==> config.mk <==
export PLATFORM = sky130hd
export DESIGN_NAME = sprite_fetch_flat
export DESIGN_NICKNAME = d
export VERILOG_FILES = /design/src/rtl/sprite_fetch_if.sv /design/src/rtl/sprite_fetch.sv /design/src/flat_wrapper.sv
export SDC_FILE = /design/constraint.sdc
export NUM_CORES = 1
export LEC_CHECK = 0
export ABC_AREA = 1
export BUFFER_PORTS_ARGS = -buffer_cell sky130_fd_sc_hd__buf_2
export CORE_MARGIN = 5
export CORE_UTILIZATION = 48
export CTS_BUF_LIST = sky130_fd_sc_hd__clkbuf_8
export DETAILED_ROUTE_END_ITERATION = 10
export PLACE_DENSITY = 0.79
export SKIP_LAST_GASP = 1
export SLEW_MARGIN = 0
export SYNTH_ARGS = -nofsm -noshare
export SYNTH_HDL_FRONTEND = slang
export SYNTH_SLANG_ARGS = --single-unit
==> constraint.sdc <==
create_clock -name clk -period 1.93 [get_ports clk]
set_input_delay 0.2895 -clock clk [delete_from_list [all_inputs] [get_ports clk]]
set_output_delay 0.2895 -clock clk [all_outputs]
set_load 0.01 [all_outputs]
==> src/rtl/sprite_fetch_if.sv <==
// sprite_fetch_if: attribute/pattern memory reads and renderer-bank write bus
interface sprite_fetch_if #(
   parameter int IW = 3
);
   logic [IW-1:0] attr_addr;
   logic [31:0]   attr_data;
   logic [11:0]   pat_addr;
   logic [31:0]   pat_data;
   logic          wr_en;
   logic [IW-1:0] wr_idx;
   logic [31:0]   wr_colors;
   logic [8:0]    wr_posX;
   logic          wr_swpX;
   modport master (
      output attr_addr, pat_addr, wr_en, wr_idx, wr_colors, wr_posX, wr_swpX,
      input  attr_data, pat_data
   );
   modport slave (
      input  attr_addr, pat_addr, wr_en, wr_idx, wr_colors, wr_posX, wr_swpX,
      output attr_data, pat_data
   );
endinterface

==> src/rtl/sprite_fetch.sv <==
// sprite_fetch: per-scanline sprite attribute scan and pattern row fetch
module sprite_fetch #(
   parameter int NSPR = 8,
   parameter int IW   = 3
) (
   input  logic                  clk,
   input  logic                  rst,
   input  logic                  line_start,
   input  logic [9:0]            CounterY,
   sprite_fetch_if.master        bus,
   output logic                  busy,
   output logic                  done
);
   typedef enum logic [2:0] {IDLE, AREQ, ADAT, PREQ, PDAT} state_t;
   state_t        state;
   logic [8:0]    ly;
   logic [8:0]    pos_x;
   logic          swp_x;
   logic [IW-1:0] idx;
   logic [8:0]    rely;
   logic          hit;
   logic [3:0]    row;
   logic          last;
   assign rely = ly - bus.attr_data[28:20];
   assign hit  = bus.attr_data[31] & ~|rely[8:4];
   assign row  = bus.attr_data[30] ? 4'd15 - rely[3:0] : rely[3:0];
   assign last = idx == IW'(NSPR - 1);
   // busy also covers the done cycle so it spans the whole scan including the final write
   assign busy = (state != IDLE) | done;
   // scan FSM: one attribute read per sprite, one pattern read per hit, one write per slot
   always_ff @(posedge clk) begin
      if (rst) begin
         state         <= IDLE;
         idx           <= '0;
         ly            <= '0;
         pos_x         <= '0;
         swp_x         <= 1'b0;
         bus.attr_addr <= '0;
         bus.pat_addr  <= '0;
         bus.wr_en     <= 1'b0;
         bus.wr_idx    <= '0;
         bus.wr_colors <= '0;
         bus.wr_posX   <= '0;
         bus.wr_swpX   <= 1'b0;
         done          <= 1'b0;
      end else begin
         bus.wr_en <= 1'b0;
         done      <= 1'b0;
         case (state)
            IDLE: if (line_start) begin
               ly            <= CounterY[9:1];
               idx           <= '0;
               bus.attr_addr <= '0;
               state         <= AREQ;
            end
            AREQ: state <= ADAT;
            ADAT: begin
               pos_x <= bus.attr_data[19:11];
               swp_x <= bus.attr_data[29];
               if (hit) begin
                  bus.pat_addr <= {bus.attr_data[10:3], row};
                  state        <= PREQ;
               end else begin
                  bus.wr_en     <= 1'b1;
                  bus.wr_idx    <= idx;
                  bus.wr_colors <= '0;
                  bus.wr_posX   <= bus.attr_data[19:11];
                  bus.wr_swpX   <= bus.attr_data[29];
                  done          <= last;
                  idx           <= last ? idx : idx + IW'(1);
                  bus.attr_addr <= last ? bus.attr_addr : idx + IW'(1);
                  state         <= last ? IDLE : AREQ;
               end
            end
            PREQ: state <= PDAT;
            PDAT: begin
               bus.wr_en     <= 1'b1;
               bus.wr_idx    <= idx;
               bus.wr_colors <= bus.pat_data;
               bus.wr_posX   <= pos_x;
               bus.wr_swpX   <= swp_x;
               done          <= last;
               idx           <= last ? idx : idx + IW'(1);
               bus.attr_addr <= last ? bus.attr_addr : idx + IW'(1);
               state         <= last ? IDLE : AREQ;
            end
            default: state <= IDLE;
         endcase
      end
   end
endmodule
==> src/flat_wrapper.sv <==
// flat-port wrapper written by rule: the top's interface ports become plain ports
module sprite_fetch_flat 
#(
   parameter int NSPR = 8,
   parameter int IW   = 3
)
  (clk, rst, line_start, CounterY, busy, done, bus_attr_addr, bus_pat_addr, bus_wr_en, bus_wr_idx, bus_wr_colors, bus_wr_posX, bus_wr_swpX, bus_attr_data, bus_pat_data);
  sprite_fetch_if #(.IW(IW)) bus_i ();
  input  logic clk;
  input  logic rst;
  input  logic line_start;
  input  logic [9:0] CounterY;
  output logic busy;
  output logic done;
  output wire logic [$bits(bus_i.attr_addr)-1:0] bus_attr_addr;
  output wire logic [$bits(bus_i.pat_addr)-1:0] bus_pat_addr;
  output wire logic [$bits(bus_i.wr_en)-1:0] bus_wr_en;
  output wire logic [$bits(bus_i.wr_idx)-1:0] bus_wr_idx;
  output wire logic [$bits(bus_i.wr_colors)-1:0] bus_wr_colors;
  output wire logic [$bits(bus_i.wr_posX)-1:0] bus_wr_posX;
  output wire logic [$bits(bus_i.wr_swpX)-1:0] bus_wr_swpX;
  input wire logic [$bits(bus_i.attr_data)-1:0] bus_attr_data;
  input wire logic [$bits(bus_i.pat_data)-1:0] bus_pat_data;
  assign bus_attr_addr = bus_i.attr_addr;
  assign bus_pat_addr = bus_i.pat_addr;
  assign bus_wr_en = bus_i.wr_en;
  assign bus_wr_idx = bus_i.wr_idx;
  assign bus_wr_colors = bus_i.wr_colors;
  assign bus_wr_posX = bus_i.wr_posX;
  assign bus_wr_swpX = bus_i.wr_swpX;
  assign bus_i.attr_data = bus_attr_data;
  assign bus_i.pat_data = bus_pat_data;
  sprite_fetch #(.NSPR(NSPR), .IW(IW)) u_core (.clk(clk), .rst(rst), .line_start(line_start), .CounterY(CounterY), .bus(bus_i), .busy(busy), .done(done));
endmodule
# Word level (Yosys, flattened, before mapping)
# Cells that the tools add are included.
# totals
reg_bits,87
input_bits,77
output_inout_bits,63
elab_cells,59
# op_classes
n_addsub,3
eq_ne,7
muxes,24
bitwise,2
reduce_logical,10
# ops
op,count
case mux 32 bit (2 select lines),1
two-way mux 32 bit,1
two-way mux 3 bit,8
case mux 3 bit (3 select lines),2
case mux 9 bit (2 select lines),1
case mux 3 bit (5 select lines),1
two-way mux 9 bit,1
subtractor 9 bit,1
== test 3 x 2 -> 1 bit (second input constant),2
== test 3 bit (second input constant),2
case mux 1 bit (2 select lines),3
case mux 3 bit (2 select lines),1
AND reduction 2 bit,3
nonzero test 3 bit,2
OR reduction 5 bit,1
two-way mux 1 bit,4
two-way mux 4 bit,1
inequality test 2 bit (second input constant),2
subtractor 4 bit (first input constant),1
adder 3 x 1 -> 3 bit (second input constant),1
== test 3 x 1 -> 1 bit (second input constant),1
zero test 3 bit,1
AND reduction 3 bit,1
nonzero test 2 bit,1
3 further kinds,3

# Longest topological paths before layout
# Gate-level depths: netlist of run 1.
# logic_depth
depth_word,6
ltp_mapped,17

# Worst setup path after synthesis of run 1
# No wires, ideal clock.
# synth_timing
path_kind,reg2reg
startpoint,register u_core.ly[0]
endpoint,register u_core.bus.wr_posX[8]
t_arrival_ns,1.966
t_required_ns,1.816
slack_ns,-0.150
stages_incl_launch_ff,17
period_less_slack_ns,2.080
cell_sequence,dfxtp_1 inv_1 ha_1 fa_1 inv_1 nand2_1 nand2_2 nand3_1 nand3_1 nand2_1 nor2_2 nand3_4 nand2_8 buf_12 nand3_2 nand2_1 nor2_2
# synth_between
elab_chain_cells,6
# synth_rtl
element,line,rtl
from (decl),sprite_fetch.sv:16,logic [8:0] ly;
from (signal assigned),sprite_fetch.sv:51,ly <= CounterY[9:1];
subtractor 9 bit,sprite_fetch.sv:24,assign rely = ly - bus.attr_data[28:20];
OR reduction 5 bit,sprite_fetch.sv:25,assign hit = bus.attr_data[31] & ~|rely[8:4];
zero test 1 bit,sprite_fetch.sv:25,
AND 1 bit,sprite_fetch.sv:25,
inequality test 2 bit (no line),-,
AND reduction 2 bit (no line),-,
to (signal assigned),sprite_fetch.sv:67,bus.wr_posX <= bus.attr_data[19:11];
to (signal assigned),sprite_fetch.sv:80,bus.wr_posX <= pos_x;
to (decl),sprite_fetch_if.sv:15,"output attr_addr, pat_addr, wr_en, wr_idx, wr_colors, wr_posX, wr_swpX,"
# Every way passes these cells.
# A chain may end at the register's enable or synchronous reset.

# Worst setup path in the final report of run 1
# layout_timing
startpoint,register u_core.ly[0]
endpoint,register u_core.bus.pat_addr[3]
# layout_between
elab_chain_cells,5
# layout_rtl
element,line,rtl
subtractor 9 bit *,sprite_fetch.sv:24,
"parallel branches: the longest is 4 deep, another holds subtractor 4 bit",-,
to (signal assigned),sprite_fetch.sv:61,"bus.pat_addr <= {bus.attr_data[10:3], row};"
to (decl),sprite_fetch_if.sv:15,
# Every way passes the cells marked *.

==> impl.org, run 1 <==
** Floorplan
- The die is 106 um tall.
- Effective utilization at floorplan :: 0.484
- The floorplan step defined a core boundary enclosing 0.00911 sq mm.
- In this run the core area contains 35 standard-cell rows.
- Die Wd :: 106 um
- Number of top-level design ports :: 140
- Die ar. :: 0.0112 sq mm

** Finish
- Of the cells placed in the final design, the portion with a size suffix greater than 1 is 0.454.
- Filler cell count in the final layout :: 800
- Syn-to-layout area delta :: 28.8%
- The final layout contains a little under 800 nets.
- For this run, the share of the core covered by cells in the final layout is 0.623.
- Footprint of the multi-input gates :: 0.00234 sq mm
- 0 antenna diodes ended up in the layout.
- Register area :: 0.00168 sq mm

** Synth
- Counting flops with a built-in enable in the synthesized netlist gives 0.
- Most common cell in the synthesized netlist :: sky130_fd_sc_hd__nand2_1
- Share of synthesized flip-flops with an asynchronous set or reset :: 0
- Most used DFF post-synth :: sky130_fd_sc_hd__dfxtp_1
- When the netlist entered floorplanning its net count stood at 632.
- Area of the mapped netlist :: 0.00441 sq mm
- For this run, the register share of the synthesized area comes to 0.381.
- The Yosys step of the flow raised 0 warnings.
- Counting every instance in the synthesized netlist gives 543.
- Synth Register Bits :: 84
- Mean instance size in the synthesized netlist :: 8.12 sq um
- Cell types with the largest area share after synthesis :: sky130_fd_sc_hd__dfxtp_1, sky130_fd_sc_hd__nand2_1, sky130_fd_sc_hd__nand3_2
- Share of the synthesized area in the top cell type :: 0.381
- Most common library cells after synthesis :: sky130_fd_sc_hd__nand2_1, sky130_fd_sc_hd__dfxtp_1, sky130_fd_sc_hd__inv_1
- Area leader, netlist :: sky130_fd_sc_hd__dfxtp_1
- Number of different library cells in the post-synthesis netlist :: 34

** Min path
- Counting instances, the worst hold path has a depth of 3.
- In this run the worst hold path is classified as in2reg.

** Outcome
- The final reports fail on setup timing.
- Outcome :: complete, but fails checks

** Timing
- Final TNS setup :: -15,690 ps
- Final hold analysis gives a worst-case slack of 173 ps.
- Setup ws final :: -324 ps
- Setup skew after layout :: roughly 12 ps
- Setup-violating endpoint count in the final report :: 64
- Timing would allow up to 444 MHz.
- RSZ-0062 raised after global routing :: true
- At the pin with the least slew margin, the transition time is ~570 ps.
- Number of max-slew violations in the final report :: 0
- Fin crit period :: about 2300 ps
- In the finished design, the share of the clock period the worst path needs comes to 1.17.
- Max_slew headroom :: 0.623
- The final-report hold violation count is 0.

** CTS
- Total of hold buffers inserted after clock tree synthesis :: 0
- TritonCTS clock tree :: built
- CTS sink cnt :: 84
- Clock-pin slew was measured on the worst setup and hold paths at approximately 80 ps.
- Root cell of the clock tree :: sky130_fd_sc_hd__clkbuf_8
- The number of clock buffers added by TritonCTS is 9.
- Maximum clock insertion buffer count :: 2
- Clk Latency, worst-skew pair :: around 350 ps
- The H-tree was split into 3 levels.

** Worst setup path
- Reg-to-reg slack, setup :: -320 ps
- The worst setup path is launched from a flip-flop.
- The worst register-to-register path begins at u_core.ly[0]$_SDFFE_PP0P_.
- Of all nets on the critical path, the largest fanout is 12.
- Worst endpoint data arrival time :: 2500 ps
- CP required :: roughly 2200 ps
- The setup path with the least slack is of type reg2reg.
- In this run the worst setup path begins at u_core.ly[0]$_SDFFE_PP0P_.
- The number of cells on the worst reg-to-reg path is 15.
- Capturing element of the worst setup path :: u_core.bus.pat_addr[3]$_SDFFE_PP0P_
- The endpoint identified for the worst register-to-register timing path is u_core.bus.pat_addr[3]$_SDFFE_PP0P_.
- Endpoint type of the worst setup path :: flip-flop

** Place
- Placed wire-length estimate :: 7920 um
- Port-buffer cells :: between 100 and 150
- The congestion estimate from routability-driven global placement came to 0.843.

** Detailed routing
- First drt pass iteration count :: 4
- Number of vias after detailed routing :: 4,026
- Detail Route Antenna Nets :: 0
- Starting DRC count in detailed routing :: between 200 and 250
- After detailed routing, the average wire length per cell comes to 13.5 um.
- After detailed routing, the total wire length is about 11,000 um.
- For this run, design rule violations remaining after detail routing come to 0.
- Vias/cell :: approximately 5

** Job
- Number of max-cap violations :: 0

** Global route
- In the global route stage, overall resource usage came out at 0.193.
- The number of global-route vias before repair is slightly below 4,000.
- Aggregate global routing overflow :: 0
- Global-route wire length before repair :: 18,000 um
- Largest net degree at the start of global routing :: 44
- Antenna violations before repair :: 0

** Power and ir drop
- Leakage :: 2.62 nW
- Dividing total power by cell area gives a power density of 684 mW/mm^2.
- Across the VDD grid, the largest voltage drop is 435 uV.
## state kept, by name, indices dropped and copies added (netlist names)
signal,flops
u_core.done,1
u_core.pos_x,9
u_core.bus.pat_addr,12
u_core.bus.attr_addr,3
u_core.state,3
u_core.swp_x,1
u_core.ly,9
u_core.bus.wr_idx,3
u_core.bus.wr_posX,9
u_core.bus.wr_colors,32
u_core.bus.wr_en,1
u_core.bus.wr_swpX,1
## critical path, cell delays in order, from the launching register on
cell and delay (ps):
sky130_fd_sc_hd__dfxtp_2 330, sky130_fd_sc_hd__inv_2 40, sky130_fd_sc_hd__ha_4 150, sky130_fd_sc_hd__fa_2 340, sky130_fd_sc_hd__inv_2 70, sky130_fd_sc_hd__nand2_2 60
sky130_fd_sc_hd__nand2_4 90, sky130_fd_sc_hd__nand3b_1 130, sky130_fd_sc_hd__a21oi_2 260, sky130_fd_sc_hd__nor2_4 70, sky130_fd_sc_hd__nand3_4 100, sky130_fd_sc_hd__buf_4 140
sky130_fd_sc_hd__nor2_4 40, sky130_fd_sc_hd__buf_12 140, sky130_fd_sc_hd__o21ai_0 140, sky130_fd_sc_hd__nor2_1 60
## power by group
group,switching (mW),leakage [nW],internal [mW]
clock,0.580,0.0939,0.608
combinational,0.483,1.85,0.371
sequential,0.0421,0.681,1.80
total,1.10,2.62,2.78
## metrics by stage
| stage | instances | power, mW | instance area [sq um] | setup WS, ps |
|---|---|---|---|---|
| global route | 813 | 4.11 | 5680 | -418 |
| global placement | 784 | 2.61 | 5200 | -272 |
| finish | 813 | 3.89 | 5680 | -324 |
| detailed placement | 784 | 2.64 | 5200 | -344 |
| floorplan | 543 | 2.39 | 4440 | -78.1 |
| CTS | 806 | 3.89 | 5540 | -280 |
## cell usage in the layout (no fill, tap or decap), types with 17 or more instances in the layout
cell and n:
sky130_fd_sc_hd__o21ai_0 22, sky130_fd_sc_hd__inv_1 52, sky130_fd_sc_hd__nor2_1 31, sky130_fd_sc_hd__a21oi_2 39, sky130_fd_sc_hd__dfxtp_1 83, sky130_fd_sc_hd__nand2_1 121
sky130_fd_sc_hd__nand3_1 17, sky130_fd_sc_hd__buf_2 135, sky130_fd_sc_hd__buf_4 27, sky130_fd_sc_hd__a21oi_1 33, sky130_fd_sc_hd__nand3_2 44
## layer usage
metal	track usage	vias to the layer above	share of wire
met5	0	-	0
met2	0.333	122	0.49
li1	-	2051	-
met4	0.0472	0	0.013
met3	0.0582	15	0.065
met1	0.235	1838	0.44
## timing repair
action                                  4_1_cts  5_1_grt
pin swaps                                     2        0
endpoints found under the setup margin       64       65
setup buffers                                 6        4
gates resized for setup                      16       14
cloned                                        3        3
## layout make-up
class                      count  area share
sequential                    84       0.296
timing repair buffer         175       0.196
inverter                      58      0.0392
tap                          111      0.0245
clock buffer                  10      0.0242
multi-input combinational    372       0.413
clock inverter                 3     0.00705
## worst min-delay path by stage
stage                                       startpoint                                  end  slack (ps)
after floorplan           u_core.pos_x[7]$_SDFFE_PP0N_         u_core.pos_x[7]$_SDFFE_PP0N_         420
after global placement    u_core.pos_x[5]$_SDFFE_PP0N_         u_core.pos_x[5]$_SDFFE_PP0N_         430
after detailed placement  u_core.pos_x[5]$_SDFFE_PP0N_         u_core.pos_x[5]$_SDFFE_PP0N_         440
after CTS                             bus_attr_data[3]  u_core.bus.pat_addr[4]$_SDFFE_PP0P_         160
after global routing                  bus_attr_data[8]  u_core.bus.pat_addr[9]$_SDFFE_PP0P_         170
final                                 bus_attr_data[3]  u_core.bus.pat_addr[4]$_SDFFE_PP0P_         170
## cell families after synthesis
kind of cell,after synthesis,share of synthesized area
AO/OA/AOI/OAI,95,0.139
XOR/XNOR,6,0.0119
adder cells (fa/ha/maj),12,0.0358
buffers and inverters,89,0.119
flip-flops,84,0.381
AND/OR/NAND/NOR,257,0.313
Power figures use the tool's default switching activity.
==> inputs of run 2 (changes only) <==
--- a/config.mk
+++ b/config.mk
@@ -8,10 +8,10 @@
 export ABC_AREA = 1
 export BUFFER_PORTS_ARGS = -buffer_cell sky130_fd_sc_hd__buf_2
 export CORE_MARGIN = 5
-export CORE_UTILIZATION = 48
+export CORE_UTILIZATION = 45
 export CTS_BUF_LIST = sky130_fd_sc_hd__clkbuf_8
 export DETAILED_ROUTE_END_ITERATION = 10
-export PLACE_DENSITY = 0.79
+export PLACE_DENSITY = 0.75
 export SKIP_LAST_GASP = 1
 export SLEW_MARGIN = 0
 export SYNTH_ARGS = -nofsm -noshare
==> run 2 against run 1 <==
The run still ends with setup timing left. Cell count increased by 2.7%. Sequential share of layout area barely moved. Critical path depth stayed put. Clock skew decreased by 1.8 ps. Routed wire length grew 1.9%. Global-route usage shrank 0.78 points. Utilization decreased by 3.8 points. Clock power is 15% higher. Final area is essentially flat. Total power up 3.7%. Hold slack better by 10 ps. First-iteration DRC count rose by 10%. Largest cell class unchanged. Highest routed layer unchanged.
==> impl.org, run 2 (synthesized netlist as in run 1, its figures left out) <==
** Place
- Instance count after placement with tap cells included :: 807
- Port-buffer cells :: between 100 and 150
- Final weighted congestion in routability-driven placement :: 0.842
- The HPWL after detailed placement is ~7900 um.

** Finish
- The library cell used most frequently in the layout, excluding fill and tap cells, is sky130_fd_sc_hd__buf_2.
- Non-filler cells in the finished layout :: 835
- Largest Register :: u_core.bus.wr_colors
- The largest registers in the layout are u_core.bus.wr_colors x32, u_core.bus.pat_addr x12.
- Syn-to-layout area delta :: 28.7%
- Filler cell count in the final layout :: 891
- Max FFs per register :: 32
- The top cell types in the final layout, fill and taps aside, are sky130_fd_sc_hd__buf_2, sky130_fd_sc_hd__nand2_1, sky130_fd_sc_hd__dfxtp_1, sky130_fd_sc_hd__inv_1, sky130_fd_sc_hd__nand3_2.
- The repair_antennas step left the layout with diodes totalling 0.
- Total Nets Final :: 786
- Of the cells placed in the final design, the portion with a size suffix greater than 1 is 0.453.

** Timing
- Setup skew after layout :: 10.7 ps
- Dividing the final minimum period by the clock period gives 1.16.
- Setup ws final :: -307 ps
- For this run, the top clock speed supported by timing is 447 MHz.
- Slew at the pin closest to its max-slew limit :: 803 ps
- Across all hold checks on the routed design, the worst slack comes to around 180 ps.
- Setup repair after global routing could not meet its margin everywhere.
- The total count of max-transition violations in the final report is 0.
- Final TNS setup :: -15,760 ps
- Max_slew headroom :: 0.464
- Setup-violating endpoint count in the final report :: 64
- Fin crit period :: 2240 ps
- The final-report hold violation count came to 0.

** Floorplan
- Number of top-level design ports :: 140
- Die ar. :: 0.0119 sq mm
- Effective utilization at floorplan :: 0.455
- FP Rows :: 36
- Height of the chip :: 109 um
- The floorplan step set the die width to 109 um.
- The region available for standard cell placement spans 0.00968 sq mm.

** Worst setup path
- Reg-to-reg slack, setup :: -310 ps
- The worst register-to-register path has a depth of 15.
- Critical path launch point type :: flip-flop
- At the worst endpoint, the required time is 2190 ps.
- The setup path with the least slack is of type reg2reg.
- Capturing element of the worst setup path :: u_core.bus.pat_addr[11]$_SDFFE_PP0P_
- Worst endpoint data arrival time :: ~2500 ps
- Crit Reg-Reg Endpoint :: u_core.bus.pat_addr[11]$_SDFFE_PP0P_
- The startpoint identified for the worst register-to-register timing path is u_core.ly[0]$_SDFFE_PP0P_.
- In this run the worst path has a maximum fanout of 4.
- Endpoint type of the worst setup path :: flip-flop
- Tracing the worst setup path back leads to its startpoint at u_core.ly[0]$_SDFFE_PP0P_.

** Global route
- Entering global routing, the biggest net connects 54 pins.
- After global routing, the most crowded layer is met2.
- The first global-routing pass estimated 17,600 um of wire.
- The number of global-route vias before repair is about 3,900.
- The number of antenna violations at the first check in global routing came to 0.
- GR met2 Demand/Resource :: 0.317
- Summed over all layers, the global routing overflow is 0.
- Met1 global-route usage :: 0.230
- Total GRT Usage :: 0.185
- For met3 alone, demand over resource in global routing was 0.0403.

** Detailed routing
- DRC viols :: 0
- Final routed wirelength across all metal layers :: 11,200 um
- Summing over every cut layer, the via total after detailed routing is 4,029.
- In this run, the number of DRC markers left after iteration 0 of detailed routing was 232.
- Detail Route Antenna Nets :: 0
- Vias/cell :: 4.83
- Routed length per instance :: between 10 and 15 um
- For this run, the detailed router's first-pass iteration total came to 4.

** Power and ir drop
- For this design the ratio of total power to cell area is about 710 mW/mm^2.
- Summed over all cells, the static leakage comes to 2.61 nW.
- VDD sags by at most roughly 450 uV.

** CTS
- Clk Latency, worst-skew pair :: 350 ps
- Clock transition at path regs :: roughly 80 ps
- Clock buffers created by TritonCTS :: 9
- The H-tree generated during clock tree synthesis spans 3 levels.
- TritonCTS built the clock tree.
- Total of hold buffers inserted after clock tree synthesis :: 0
- Clock tree synthesis selected as its root buffer the cell sky130_fd_sc_hd__clkbuf_8.
- Maximum clock insertion buffer count :: 2
- Clock tree synthesis found a total of 84 sinks.

** Job
- Max-cap violations in this run came to 0.

** Min path
- The worst hold path belongs to the class in2reg.

** Outcome
- Violated checks :: setup timing
- The flow ran to the end, but the final reports show violations.
==> run 2: through the flow <==
| stage | area [sq um] | util | power (mW) | setup WS [ps] |
|---|---|---|---|---|
| after global routing | 5670 | 0.586 | 4.25 | -422 |
| after floorplan | 4440 | - | 2.39 | -78.1 |
| final | 5670 | 0.586 | 4.03 | -307 |
| after detailed placement | 5220 | 0.539 | 2.64 | -391 |
| after CTS | 5510 | 0.569 | 4.04 | -277 |
| after global placement | 5220 | 0.539 | 2.61 | -284 |
==> run 2: report_power, final <==
| group | internal [mW] | total [mW] | switching, mW |
|---|---|---|---|
| clock network | 0.754 | 1.37 | 0.619 |
| registers | 1.80 | 1.84 | 0.0425 |
| logic | 0.341 | 0.813 | 0.472 |
| total | 2.90 | 4.03 | 1.13 |
==> run 2: layout make-up <==
type	count	area, sq um	area share
multi-input cells	371	2320	0.410
flip-flops and latches	84	1680	0.297
repair buffers	173	1060	0.187
inverters	58	223	0.0393
well taps	133	166	0.0293
clock buffers	10	138	0.0243
clock inverters	6	80.1	0.0141
==> run 2: critical path, stage by stage, from the launching register on <==
cell and delay, ps:
sky130_fd_sc_hd__dfxtp_2 330, sky130_fd_sc_hd__inv_2 40, sky130_fd_sc_hd__ha_4 150, sky130_fd_sc_hd__fa_2 350
sky130_fd_sc_hd__inv_2 60, sky130_fd_sc_hd__nand2_2 60, sky130_fd_sc_hd__nand2_4 90, sky130_fd_sc_hd__nand3b_1 140
sky130_fd_sc_hd__nand3_2 100, sky130_fd_sc_hd__nand2_1 70, sky130_fd_sc_hd__nor2_2 130, sky130_fd_sc_hd__nand3_4 130
sky130_fd_sc_hd__nor2_4 190, sky130_fd_sc_hd__buf_6 130, sky130_fd_sc_hd__nand2_1 50, sky130_fd_sc_hd__a21oi_1 150
==> run 2: worst min path at each step <==
stage	depth (start not counted)	slack [ps]	from	endpoint
CTS	3	160	bus_attr_data[8]	u_core.bus.pat_addr[9]$_SDFFE_PP0P_
detailed placement	2	440	u_core.pos_x[1]$_SDFFE_PP0N_	u_core.pos_x[1]$_SDFFE_PP0N_
finish	3	180	bus_attr_data[8]	u_core.bus.pat_addr[9]$_SDFFE_PP0P_
global route	3	170	bus_attr_data[8]	u_core.bus.pat_addr[9]$_SDFFE_PP0P_
global placement	2	430	u_core.pos_x[0]$_SDFFE_PP0N_	u_core.pos_x[0]$_SDFFE_PP0N_
floorplan	2	420	u_core.pos_x[7]$_SDFFE_PP0N_	u_core.pos_x[7]$_SDFFE_PP0N_
==> run 2: routing by layer <==
layer | vias to the layer above | wire length [um]
met3 | 16 | 867
li1 | 2044 | -
met2 | 133 | 5320
met5 | - | 0
met1 | 1836 | 4840
met4 | 0 | 150
==> run 2: repair_timing <==
action,CTS,global route
pin swaps,3,7
resized for setup,11,20
cloned,1,4
setup endpoints to repair,65,64
setup buffers,5,2
